`src/rtl/ioc_pkg.sv`:
```
// Shared state encoding, IOC register map and poll scan order for the IOC bus master.
package ioc_pkg;

  typedef enum logic [1:0] {
    ST_IDLE,
    ST_SETUP,
    ST_STROBE,
    ST_HOLD
  } ioc_state_e;

  localparam logic [3:0] ADDR_IN0  = 4'd0;
  localparam logic [3:0] ADDR_IN1  = 4'd1;
  localparam logic [3:0] ADDR_IN2  = 4'd2;
  localparam logic [3:0] ADDR_IN3  = 4'd3;
  localparam logic [3:0] ADDR_COIN = 4'd4;
  localparam logic [3:0] ADDR_INB  = 4'd7;

  localparam int unsigned POLL_SLOTS     = 5;
  localparam logic [2:0]  POLL_LAST_SLOT = 3'(POLL_SLOTS - 1);

  localparam logic [3:0] POLL_ADDR [POLL_SLOTS] =
    '{ADDR_IN0, ADDR_IN1, ADDR_IN2, ADDR_IN3, ADDR_INB};

  function automatic logic [3:0] poll_addr(input logic [2:0] slot);
    logic [3:0] a;
    a = ADDR_IN0;
    for (int unsigned i = 0; i < POLL_SLOTS; i++) begin
      if (slot == 3'(i)) a = POLL_ADDR[i];
    end
    return a;
  endfunction

endpackage

```
`src/rtl/ioc_bus_master_if.sv`:
```
// Host request/ack handshake plus the IOC strobe bus, bundled for ioc_bus_master.
interface ioc_bus_master_if;
  logic       host_req;
  logic       host_we;
  logic [3:0] host_addr;
  logic [7:0] host_wdata;
  logic       host_ack;
  logic [7:0] host_rdata;
  logic [3:0] A;
  logic       CSn;
  logic       WEn;
  logic       OEn;
  logic [7:0] bus_wdata;
  logic [7:0] bus_rdata;

  modport master (
    input  host_req, host_we, host_addr, host_wdata, bus_rdata,
    output host_ack, host_rdata, A, CSn, WEn, OEn, bus_wdata
  );

  modport slave (
    output host_req, host_we, host_addr, host_wdata, bus_rdata,
    input  host_ack, host_rdata, A, CSn, WEn, OEn, bus_wdata
  );
endinterface

```
`src/rtl/ioc_poll_timer.sv`:
```
// Free-running poll period counter raising a sticky request flag for the input scan.
module ioc_poll_timer #(
  parameter int unsigned POLL_PERIOD = 1024
) (
  input  logic clk,
  input  logic RES_INn,
  input  logic poll_en,
  input  logic clear,
  output logic poll_pending
);

  localparam logic [15:0] LAST = 16'(POLL_PERIOD - 1);

  logic [15:0] timer;
  logic        wrap;

  assign wrap = poll_en && (timer == LAST);

  always_ff @(posedge clk) begin
    if (!RES_INn) begin
      timer        <= '0;
      poll_pending <= 1'b0;
    end else begin
      if (!poll_en || wrap) timer <= '0;
      else                  timer <= timer + 16'd1;
      // A wrap coinciding with clear sees the flag still set, so it is dropped.
      if (clear)     poll_pending <= 1'b0;
      else if (wrap) poll_pending <= 1'b1;
    end
  end

endmodule

```
`src/rtl/ioc_bus_master.sv`:
```
// Timed strobe master for the IOC register bus: host accesses plus a periodic five-slot input scan.
module ioc_bus_master
  import ioc_pkg::*;
#(
  parameter int unsigned SETUP_CYC   = 1,
  parameter int unsigned STROBE_CYC  = 2,
  parameter int unsigned HOLD_CYC    = 1,
  parameter int unsigned POLL_PERIOD = 1024
) (
  input  logic                    clk,
  input  logic                    RES_INn,
  ioc_bus_master_if.master        bus,
  input  logic                    poll_en,
  output logic [31:0]             in_shadow,
  output logic [7:0]              inb_shadow,
  output logic                    poll_done
);

  localparam logic [3:0] SETUP_LAST  = 4'(SETUP_CYC - 1);
  localparam logic [3:0] STROBE_LAST = 4'(STROBE_CYC - 1);
  localparam logic [3:0] HOLD_LAST   = 4'(HOLD_CYC - 1);

  ioc_state_e      state;
  logic [3:0]      cnt;
  logic            is_host;
  logic            we_q;
  logic [3:0]      a_q;
  logic [7:0]      wdata_q;
  logic            csn_q, wen_q, oen_q;
  logic            ack_q;
  logic [7:0]      rdata_q;
  logic [7:0]      rd_cap;
  logic [3:0][7:0] staging;
  logic [2:0]      slot;
  logic            poll_pending;
  logic            hold_end;
  logic            commit;

  assign hold_end = (state == ST_HOLD) && (cnt == HOLD_LAST);
  assign commit   = hold_end && !is_host && (slot == POLL_LAST_SLOT);

  ioc_poll_timer #(
    .POLL_PERIOD(POLL_PERIOD)
  ) u_poll_timer (
    .clk         (clk),
    .RES_INn     (RES_INn),
    .poll_en     (poll_en),
    .clear       (commit),
    .poll_pending(poll_pending)
  );

  always_ff @(posedge clk) begin
    if (!RES_INn) begin
      state      <= ST_IDLE;
      cnt        <= '0;
      is_host    <= 1'b0;
      we_q       <= 1'b0;
      a_q        <= '0;
      wdata_q    <= '0;
      csn_q      <= 1'b1;
      wen_q      <= 1'b1;
      oen_q      <= 1'b1;
      ack_q      <= 1'b0;
      rdata_q    <= '0;
      rd_cap     <= '0;
      staging    <= '0;
      slot       <= '0;
      in_shadow  <= '0;
      inb_shadow <= '0;
      poll_done  <= 1'b0;
    end else begin
      ack_q     <= 1'b0;
      poll_done <= 1'b0;
      unique case (state)
        ST_IDLE: begin
          cnt <= '0;
          // ack_q still high means host_req is the stale hold of the request just acked.
          if (bus.host_req && !ack_q) begin
            state   <= ST_SETUP;
            is_host <= 1'b1;
            we_q    <= bus.host_we;
            a_q     <= bus.host_addr;
            if (bus.host_we) wdata_q <= bus.host_wdata;
          end else if (poll_pending) begin
            state   <= ST_SETUP;
            is_host <= 1'b0;
            we_q    <= 1'b0;
            a_q     <= poll_addr(slot);
          end
        end
        ST_SETUP: begin
          if (cnt == SETUP_LAST) begin
            cnt   <= '0;
            state <= ST_STROBE;
            csn_q <= 1'b0;
            if (we_q) wen_q <= 1'b0;
            else      oen_q <= 1'b0;
          end else begin
            cnt <= cnt + 4'd1;
          end
        end
        ST_STROBE: begin
          if (cnt == STROBE_LAST) begin
            cnt    <= '0;
            state  <= ST_HOLD;
            csn_q  <= 1'b1;
            wen_q  <= 1'b1;
            oen_q  <= 1'b1;
            rd_cap <= bus.bus_rdata;
            if (!is_host && !slot[2]) staging[slot[1:0]] <= bus.bus_rdata;
          end else begin
            cnt <= cnt + 4'd1;
          end
        end
        ST_HOLD: begin
          if (hold_end) begin
            cnt   <= '0;
            state <= ST_IDLE;
            if (is_host) begin
              ack_q <= 1'b1;
              if (!we_q) rdata_q <= rd_cap;
            end else if (commit) begin
              in_shadow  <= staging;
              inb_shadow <= rd_cap;
              poll_done  <= 1'b1;
              slot       <= '0;
            end else begin
              slot <= slot + 3'd1;
            end
          end else begin
            cnt <= cnt + 4'd1;
          end
        end
      endcase
    end
  end

  assign bus.A          = a_q;
  assign bus.bus_wdata  = wdata_q;
  assign bus.CSn        = csn_q;
  assign bus.WEn        = wen_q;
  assign bus.OEn        = oen_q;
  assign bus.host_ack   = ack_q;
  assign bus.host_rdata = rdata_q;

endmodule

```
`src/flat_wrapper.sv`:
```
// flat-port wrapper written by rule: the top's interface ports become plain ports
module ioc_bus_master_flat import ioc_pkg::*;
#(
  parameter int unsigned SETUP_CYC   = 1,
  parameter int unsigned STROBE_CYC  = 2,
  parameter int unsigned HOLD_CYC    = 1,
  parameter int unsigned POLL_PERIOD = 1024
)
  (clk, RES_INn, poll_en, in_shadow, inb_shadow, poll_done, bus_host_req, bus_host_we, bus_host_addr, bus_host_wdata, bus_bus_rdata, bus_host_ack, bus_host_rdata, bus_A, bus_CSn, bus_WEn, bus_OEn, bus_bus_wdata);
  ioc_bus_master_if bus_i ();
  input  logic clk;
  input  logic RES_INn;
  input  logic poll_en;
  output logic [31:0] in_shadow;
  output logic [7:0] inb_shadow;
  output logic poll_done;
  input wire logic [$bits(bus_i.host_req)-1:0] bus_host_req;
  input wire logic [$bits(bus_i.host_we)-1:0] bus_host_we;
  input wire logic [$bits(bus_i.host_addr)-1:0] bus_host_addr;
  input wire logic [$bits(bus_i.host_wdata)-1:0] bus_host_wdata;
  input wire logic [$bits(bus_i.bus_rdata)-1:0] bus_bus_rdata;
  output wire logic [$bits(bus_i.host_ack)-1:0] bus_host_ack;
  output wire logic [$bits(bus_i.host_rdata)-1:0] bus_host_rdata;
  output wire logic [$bits(bus_i.A)-1:0] bus_A;
  output wire logic [$bits(bus_i.CSn)-1:0] bus_CSn;
  output wire logic [$bits(bus_i.WEn)-1:0] bus_WEn;
  output wire logic [$bits(bus_i.OEn)-1:0] bus_OEn;
  output wire logic [$bits(bus_i.bus_wdata)-1:0] bus_bus_wdata;
  assign bus_i.host_req = bus_host_req;
  assign bus_i.host_we = bus_host_we;
  assign bus_i.host_addr = bus_host_addr;
  assign bus_i.host_wdata = bus_host_wdata;
  assign bus_i.bus_rdata = bus_bus_rdata;
  assign bus_host_ack = bus_i.host_ack;
  assign bus_host_rdata = bus_i.host_rdata;
  assign bus_A = bus_i.A;
  assign bus_CSn = bus_i.CSn;
  assign bus_WEn = bus_i.WEn;
  assign bus_OEn = bus_i.OEn;
  assign bus_bus_wdata = bus_i.bus_wdata;
  ioc_bus_master #(.SETUP_CYC(SETUP_CYC), .STROBE_CYC(STROBE_CYC), .HOLD_CYC(HOLD_CYC), .POLL_PERIOD(POLL_PERIOD)) u_core (.clk(clk), .RES_INn(RES_INn), .bus(bus_i), .poll_en(poll_en), .in_shadow(in_shadow), .inb_shadow(inb_shadow), .poll_done(poll_done));
endmodule
```
`config.mk`:
```
export PLATFORM = sky130hd
export DESIGN_NAME = ioc_bus_master_flat
export DESIGN_NICKNAME = d
export VERILOG_FILES = /design/src/rtl/ioc_pkg.sv /design/src/rtl/ioc_bus_master_if.sv /design/src/rtl/ioc_poll_timer.sv /design/src/rtl/ioc_bus_master.sv /design/src/flat_wrapper.sv
export SDC_FILE = /design/constraint.sdc
export NUM_CORES = 1
export LEC_CHECK = 0
export ABC_AREA = 0
export BUFFER_PORTS_ARGS = -buffer_cell sky130_fd_sc_hd__clkbuf_2
export CAP_MARGIN = 25
export CORE_AREA = 5 5 115 117
export DETAILED_ROUTE_END_ITERATION = 8
export DIE_AREA = 0 0 120 122
export PLACE_DENSITY_LB_ADDON = 0.25
export SLEW_MARGIN = 20
export SYNTH_ARGS = -nofsm -noshare
export SYNTH_HDL_FRONTEND = slang
export SYNTH_SLANG_ARGS = --single-unit
```
`constraint.sdc`:
```
create_clock -name clk -period 1.6 [get_ports clk]
set_input_delay 0.16 -clock clk [delete_from_list [all_inputs] [get_ports clk]]
set_output_delay 0.16 -clock clk [all_outputs]
set_load 0.01 [all_outputs]
```
Word level (Yosys, flattened, before mapping)

Cells that the tools add are included.
Widths: inputs -> output; s select.

Input bits: 25
Output and inout bits: 65
Register bits: 133

Order comparisons: 2
Bitwise gates (word level): 5
$add $sub $neg: 3
Reductions and logical operators: 31
Multiplexer cells: 34
Eq/ne operators: 15

Operators with widths:

| cell                  | number |
|---|---|
| $bwmux 32             | 1 |
| $mux 4                | 5 |
| $reduce_and 4->1      | 5 |
| $add 16x1->16 const B | 1 |
| $demux 8 s2           | 1 |
| $eq 16x10->1 const B  | 1 |
| $pmux 4 s4            | 1 |
| $reduce_and 3->1      | 5 |
| $mux 2                | 7 |
| $mux 1                | 12 |
| $mux 8                | 1 |
| $ne 2x1->1 const B    | 4 |
| $pmux 2 s4            | 1 |
| $logic_and 1x1->1     | 7 |
| $eq 3x2->1 const B    | 2 |
| $mux 3                | 2 |
| $pmux 1 s2            | 3 |
| $not 1->1             | 5 |
| $add 4x1->4 const B   | 1 |
| $eq 2x2->1 const B    | 2 |
| $eq 4x1->1 const B    | 1 |
| $logic_not 1->1       | 4 |
| $logic_not 4->1       | 1 |
| $reduce_and 2->1      | 2 |
| other kinds (13)      | 15 |

Longest topological paths before layout

Gate-level depths: netlist (run 1).

Depth after elaboration: 7
Depth in mapped cells: 8
Depth with buffers taken out: 6

Cells and area by module

Synthesis (run 1) repeated with hierarchy kept, for this count alone.

Cell total of the unflattened synthesis: 594
Area total of the unflattened synthesis: 5383.9 µm²

By module, submodules not included:

| module         | area an instance (µm²) | cells an instance | times used |
|---|---|---|---|
| ioc_bus_master | 4638.2                 | 511               | 1 |
| ioc_poll_timer | 745.7                  | 83                | 1 |

Least setup slack after synthesis (run 1)

Ideal clock, no wire load.

Path type: reg2reg
Start: register u_core.state[0]
End: register u_core.state[0]
Required time: 1.528 ns
Clock period less this slack: 1.633 ns
Setup time: 0.072 ns
Buffers on the path: 0
Setup slack: -0.033 ns
Arrival: 1.561 ns
Cell stages (with the launch flop): 7
Cells stage by stage: dfxtp_1 inv_1 ha_1 o22ai_1 nand3_1 a221oi_1 mux2i_1

Word-level cells in the longest chain between the ends: 4

Ends and longest elaborated chain:

| what                              | RTL line                                   | RTL |
|---|---|---|
| start, declared                   | ioc_bus_master.sv:23                       | `ioc_state_e state;` |
| start signal, assigned            | ioc_bus_master.sv:54                       | `state <= ST_IDLE;` |
| start signal, assigned            | ioc_bus_master.sv:79                       | `state <= ST_SETUP;` |
| start signal, assigned            | ioc_bus_master.sv:85                       | `state <= ST_SETUP;` |
| $eq 2x2->1                        | ioc_bus_master.sv:39, ioc_bus_master.sv:74 |  |
| $logic_and 1x1->1                 | ioc_bus_master.sv:39                       | `assign hold_end = (state == ST_HOLD) && (cnt == HOLD_LAST);` |
| $ne 2x1->1 (no source line)       | --                                         |  |
| $reduce_and 4->1 (no source line) | --                                         |  |

Several ways; a longest one is shown, not always the timed one.
A chain may end at the register's enable or synchronous reset.

Worst setup path after layout (run 1)

Start: register u_core.state[1]
End: register u_core.state[0]

The elaborated chain is that of the path after synthesis.

==> results.sh, run 1 <==
export IMPL_stdcell_area_um2=7430
export IMPL_ant_nets=0
export IMPL_vias_per_cell=5.128
export IMPL_layout_nets=774
export IMPL_max_freq_mhz=593.2
export IMPL_fin_tns_setup_ns=-1.145
export IMPL_io_buffers=89
export IMPL_rsz0062_at_grt="yes"
export IMPL_synth_simple_area_share=0.2262
export IMPL_drtIter0Drc=391
export IMPL_hold_path_class="input pin to flop"
export IMPL_cp_arrival_ns=2.02
export IMPL_final_cell_mix="129 x dfxtp_1, 106 x nand2_1, 89 x clkbuf_2, 68 x nor2_1, 42 x mux2i_1"
export IMPL_wirelength_um=13800
export IMPL_grt_total_usage=0.1745
export IMPL_synth_top_area_cell="dfxtp_1"
export IMPL_num_antenna_cells=0
export IMPL_clkTransAtPathRegs_ns=0.06
export IMPL_ys_types=49
export IMPL_period_needed_ns=1.686
export IMPL_finClkSkew_ns=0.006837
export IMPL_powerDensity_nw_per_um2=1185
export IMPL_first_pass_iters=4
export IMPL_cp_start_kind="flop"
export IMPL_htree_levels=4
export IMPL_synth_seq_cells=133
export IMPL_setup_viol=38
export IMPL_fill_cells=1026
export IMPL_leakage_nw=3.377
export IMPL_synth_compound_area_frac=0.08597
export IMPL_synth_area_top_cells="dfxtp_1 51%, nand2_1 9.1%, mux2i_1 8.0%"
export IMPL_ios=90
export IMPL_vias=4600
export IMPL_drv_slew=0
export IMPL_peakVddDrop_mv=0.6967
export IMPL_syn_avg_cell_area_um2=8.966
export IMPL_dpl_cell_area_um2=6068
export IMPL_grt_overflow_total=0
export IMPL_syn_num_nets=626
export IMPL_power_total_mw=8.803
export IMPL_grt_pass1_vias=4281
export IMPL_synthArstFlopShare=0
export IMPL_synthCells=586
export IMPL_synth_warnings=0
export IMPL_syn_area_um2=5254
export IMPL_dieArea_um2=14640
export IMPL_grt_max_degree=62
export IMPL_cp_data_required_time_ns=1.93
export IMPL_clockBufferDepth=2
export IMPL_r2r_slack_ns=-0.09
export IMPL_outcome="complete, but fails checks"
export IMPL_synth_adder_area_share=0.03572
export IMPL_core_um2=12260
export IMPL_tightest_slew_ns=0.3942
export IMPL_drc=0
export IMPL_cts_tree="yes"
export IMPL_die_w_um=120
export IMPL_cp_max_fo=4
export IMPL_final_common_cell="dfxtp_1"
export IMPL_end_kind="flop"
export IMPL_fin_crit_sh=1.054
export IMPL_whs_ns=0.05857
export IMPL_antenna_found_initial=0
export IMPL_finalHoldViolCount=0
export IMPL_synth_top_family_by_area="simple AND/OR/NAND/NOR gates"
export IMPL_dp_slack_ns=-0.1338
export IMPL_grt_pass1_wl_um=20420
export IMPL_gp_congestion=0.8616
export IMPL_area_growth_pct=41.41
export IMPL_synth_edf_count=0
export IMPL_numCtsBuffers=17
export IMPL_start_util=0.4285
export IMPL_die_y_um=122
export IMPL_maxSlewHeadroom=0.7362
export IMPL_yosys_area_top_type_share=0.5068
export IMPL_dp_hpwl_um=8689
export IMPL_violations="setup timing"
export IMPL_insertion_delay_ns=0.42
export IMPL_yosys_area_share_xor_xnor=0.02667
export IMPL_rows=41
export IMPL_cts_sink_count=133
export IMPL_layout_drive_gt1_share=0.3722
export IMPL_muxShareOfSynthArea=0.08002
export IMPL_cap_violations=0
export IMPL_setup_slack_ns=-0.08590
export IMPL_avgRoutedWirePerCell_um=15.39
export IMPL_yosysSeqAreaShare=0.5068
export IMPL_cts_root_buf="clkbuf_16"
export IMPL_synth_ff_type="dfxtp_1"
export IMPL_crit_type="flop to flop"
[per-stage QoR]
step | instances | utilization
2_1_floorplan | 586 | -
3_3_place_gp | 837 | 0.4949
3_5_place_dp | 837 | 0.4949
4_1_cts | 881 | 0.5580
5_1_grt | 897 | 0.6060
6_report | 897 | 0.6060
[critical path, cell delays in order (launching register included)]
cell        delay [ns]
dfxtp_4           0.38
buf_6             0.11
clkinvlp_4        0.10
ha_4              0.20
o22ai_4           0.19
nand3_2           0.12
a221oi_4          0.25
mux2i_1           0.25
[final cells by class]
| type | instances | area [µm²] | share of cell area |
|---|---|---|---|
| clock inverters | 14 | 151.4 | 0.02038 |
| flip-flops and latches | 133 | 2673 | 0.3597 |
| well taps | 150 | 187.7 | 0.02526 |
| inverters | 14 | 58.81 | 0.007915 |
| multi-input cells | 413 | 2804 | 0.3774 |
| clock buffers | 18 | 439.2 | 0.05911 |
| repair buffers | 155 | 1116 | 0.1502 |
[sequential cells by signal, summed over array words and instances (netlist names), 2 cells and up]
name                       cells
u_core.bus.A                   4
u_core.bus.bus_wdata           8
u_core.bus.host_rdata          8
u_core.cnt                     4
u_core.in_shadow              32
u_core.inb_shadow              8
u_core.rd_cap                  8
u_core.slot                    3
u_core.staging                32
u_core.state                   2
u_core.u_poll_timer.timer     16
[cell usage after synthesis (all sizes together), types with 5 or more instances]
cell    count
dfxtp     133
nand2     128
nor2       78
a21oi      64
mux2i      42
clkbuf     17
nand3      17
ha         15
inv        14
xnor2      13
buf         9
nor3        6
nor4        6
o21ai       5
[per-layer routing]
metal  share of wire  track usage
met5               0            0
met4           0.020      0.06943
met3           0.044      0.04596
met2            0.53       0.3091
met1            0.40       0.2009
[timing repair]
item	CTS	global route
cloned	0	6
pin swaps	3	46
resized for setup	20	104
endpoints found under the setup margin	98	107
setup buffers	3	10
hold endpoints to repair	9	0
hold buffers	9	0
[where the power goes]
group / internal, mW / total, mW / switching, mW
Combinational: 0.700 / 1.44 / 0.740
Clock: 2.34 / 3.82 / 1.48
Sequential: 3.44 / 3.54 / 0.102
[path summary, 6_finish.rpt]
| check | startpoint | end | cells past startpoint |
|---|---|---|---|
| hold / removal | bus_bus_rdata[6] | u_core.rd_cap[6]$_SDFFE_PN0P_ | 3 |
| setup reg to reg | u_core.state[1]$_SDFFE_PN0P_ | u_core.state[0]$_SDFFE_PN0P_ | 7 |
| hold reg to reg | u_core.in_shadow[6]$_SDFFE_PN0P_ | u_core.in_shadow[6]$_SDFFE_PN0P_ | 2 |
| setup / recovery | u_core.state[1]$_SDFFE_PN0P_ | u_core.state[0]$_SDFFE_PN0P_ | 7 |
[cell families after synthesis]
kind of cell             after synthesis
AND/OR/NAND/NOR                      259
AO/OA/AOI/OAI                         81
multiplexers                          42
buffers and inverters                 40
flip-flops                           133
XOR/XNOR                              16
adder cells (fa/ha/maj)               15
No activity file was read; power rests on OpenSTA's default activity.
==> run 2, diff against run 1 <==
- CORE_AREA: 5 5 115 117 -> 5 5 136 99
- DIE_AREA: 0 0 120 122 -> 0 0 141 104
==> results.sh, run 2 (same netlist as run 1, synthesis figures left out) <==
export IMPL_die_y_um=104
export IMPL_path_cells="inv_2, ha_4, nor3b_4, and3_4, clkbuf_16, nand2_2, a21oi_1"
export IMPL_critPathSlowestCell="and3_4"
export IMPL_hold_path_class="input pin to flop"
export IMPL_tightest_slew_ns=0.5287
export IMPL_ant_nets=0
export IMPL_die_w_um=141
export IMPL_area_growth_pct=36.37
export IMPL_r2r_end="u_core.in_shadow[4]$_SDFFE_PN0P_"
export IMPL_violations="setup timing"
export IMPL_finClkSkew_ns=0.008839
export IMPL_vias=4481
export IMPL_grt_pass1_vias=4220
export IMPL_outcome="complete, but fails checks"
export IMPL_peakVddDrop_mv=0.8146
export IMPL_cp_depth=7
export IMPL_setup_viol=20
export IMPL_dp_slack_ns=-0.1286
export IMPL_rr_worst_depth=7
export IMPL_cap_violations=0
export IMPL_clockBufferDepth=2
export IMPL_num_antenna_cells=0
export IMPL_grt_pass1_wl_um=20670
export IMPL_layout_drive_gt1_share=0.3301
export IMPL_drc=0
export IMPL_crit_type="flop to flop"
export IMPL_maxSlewHeadroom=0.6475
export IMPL_first_pass_iters=5
export IMPL_core_um2=12080
export IMPL_cp_arrival_ns=1.98
export IMPL_critPathCapture="u_core.in_shadow[4]$_SDFFE_PN0P_"
export IMPL_startpoint="u_core.cnt[1]$_SDFF_PN0_"
export IMPL_cp_max_fo=7
export IMPL_rsz0062_at_grt="yes"
export IMPL_drv_slew=0
export IMPL_end_kind="flop"
export IMPL_drtIter0Drc=186
export IMPL_reg_largest_list="u_core.in_shadow: 32 flops, u_core.staging: 32 flops, u_core.u_poll_timer.timer: 16 flops"
export IMPL_leakage_nw=3.081
export IMPL_powerDensity_nw_per_um2=1283
export IMPL_finalHoldViolCount=0
export IMPL_clkTransAtPathRegs_ns=0.06
export IMPL_avgRoutedWirePerCell_um=15.51
export IMPL_max_freq_mhz=610.2
export IMPL_grt_max_degree=62
export IMPL_gp_congestion=0.7717
export IMPL_htree_levels=4
export IMPL_cpLargestDelayFamily="simple AND/OR/NAND/NOR gates"
export IMPL_cts_root_buf="clkbuf_16"
export IMPL_grt_total_usage=0.1732
export IMPL_rr_startpoint="u_core.cnt[1]$_SDFF_PN0_"
export IMPL_power_total_mw=9.189
export IMPL_setup_slack_ns=-0.03890
export IMPL_cts_sink_count=133
export IMPL_period_needed_ns=1.639
export IMPL_wirelength_um=13690
export IMPL_cp_data_required_time_ns=1.94
export IMPL_cts_tree="yes"
export IMPL_cp_start_kind="flop"
export IMPL_dp_hpwl_um=8757
export IMPL_final_cell_mix="127 x dfxtp_1, 111 x nand2_1, 89 x clkbuf_2, 68 x nor2_1, 44 x a21oi_1"
export IMPL_numCtsBuffers=17
export IMPL_antenna_found_initial=0
export IMPL_max_stage_delay_ns=0.35
export IMPL_grt_overflow_total=0
export IMPL_insertion_delay_ns=0.42
export IMPL_cp_num_buf_inv=2
export IMPL_ios=90
export IMPL_final_common_cell="dfxtp_1"
export IMPL_rows=34
export IMPL_io_buffers=89
export IMPL_vias_per_cell=5.075
export IMPL_min_from="bus_host_addr[3]"
export IMPL_dieArea_um2=14660
export IMPL_r2r_slack_ns=-0.04
export IMPL_layout_nets=749
export IMPL_start_util=0.4349
export IMPL_fin_crit_sh=1.024
run 2: worst register-to-register path, stage by stage, from the launching register on:
cell and delay (ns):
dfxtp_2 0.33, inv_2 0.07, ha_4 0.13, nor3b_4 0.29
and3_4 0.35, clkbuf_16 0.20, nand2_2 0.05, a21oi_1 0.13
run 2: how the worst min path moves through the flow:
stage                                      endpoint  cells after the start
6_report               u_core.bus.A[3]$_SDFFE_PN0P_                      3
5_1_grt                u_core.bus.A[3]$_SDFFE_PN0P_                      3
4_1_cts                u_core.bus.A[3]$_SDFFE_PN0P_                      3
3_5_place_dp   u_core.bus.bus_wdata[2]$_SDFFE_PN0P_                      3
3_3_place_gp   u_core.bus.bus_wdata[7]$_SDFFE_PN0P_                      3
2_1_floorplan         u_core.rd_cap[0]$_SDFFE_PN0P_                      2
run 2: final cells by class:
type / instances / area (µm²)
fill: 1077 / 4917
sequential: 133 / 2675
multi-input combinational: 413 / 2668
timing repair buffer: 130 / 885.9
clock buffer: 20 / 456.7
clock inverter: 11 / 221.5
tap: 162 / 202.7
inverter: 14 / 55.05
run 2: metal layers:
layer,global-route usage,routed length (µm),share of wire
met1,0.2218,6047,0.44
met5,0,0,0
met3,0.05147,1020,0.074
met2,0.2783,6444,0.47
met4,0.05947,180,0.013
run 2: power by group:
| part | leakage [nW] | internal, mW | switching, mW | total (mW) |
|---|---|---|---|---|
| Sequential | 1.08 | 3.45 | 0.111 | 3.56 |
| Combinational | 1.68 | 0.519 | 0.639 | 1.16 |
| Clock | 0.323 | 3.01 | 1.46 | 4.47 |
| Total | 3.08 | 6.97 | 2.22 | 9.19 |
run 2: repair_timing:
action	CTS	global route
resized for setup	17	71
cloned	0	5
buffers inserted	1	1
pin swaps	5	19
hold endpoints to repair	8	0
setup endpoints to repair	49	97
hold buffers	8	0
run 2: per-stage QoR:
step | hold WS [ns] | instances | cell area [µm²] | setup TNS [ns] | util
2_1_floorplan | 0.2960 | 586 | 5263 | 0 | -
3_3_place_gp | 0.3834 | 838 | 6001 | -0.009188 | 0.4967
3_5_place_dp | 0.3918 | 838 | 6001 | -1.988 | 0.4967
4_1_cts | 0.02556 | 878 | 6833 | 0 | 0.5656
5_1_grt | 0.06336 | 883 | 7164 | -2.996 | 0.5930
6_report | 0.02832 | 883 | 7164 | -0.3157 | 0.5930
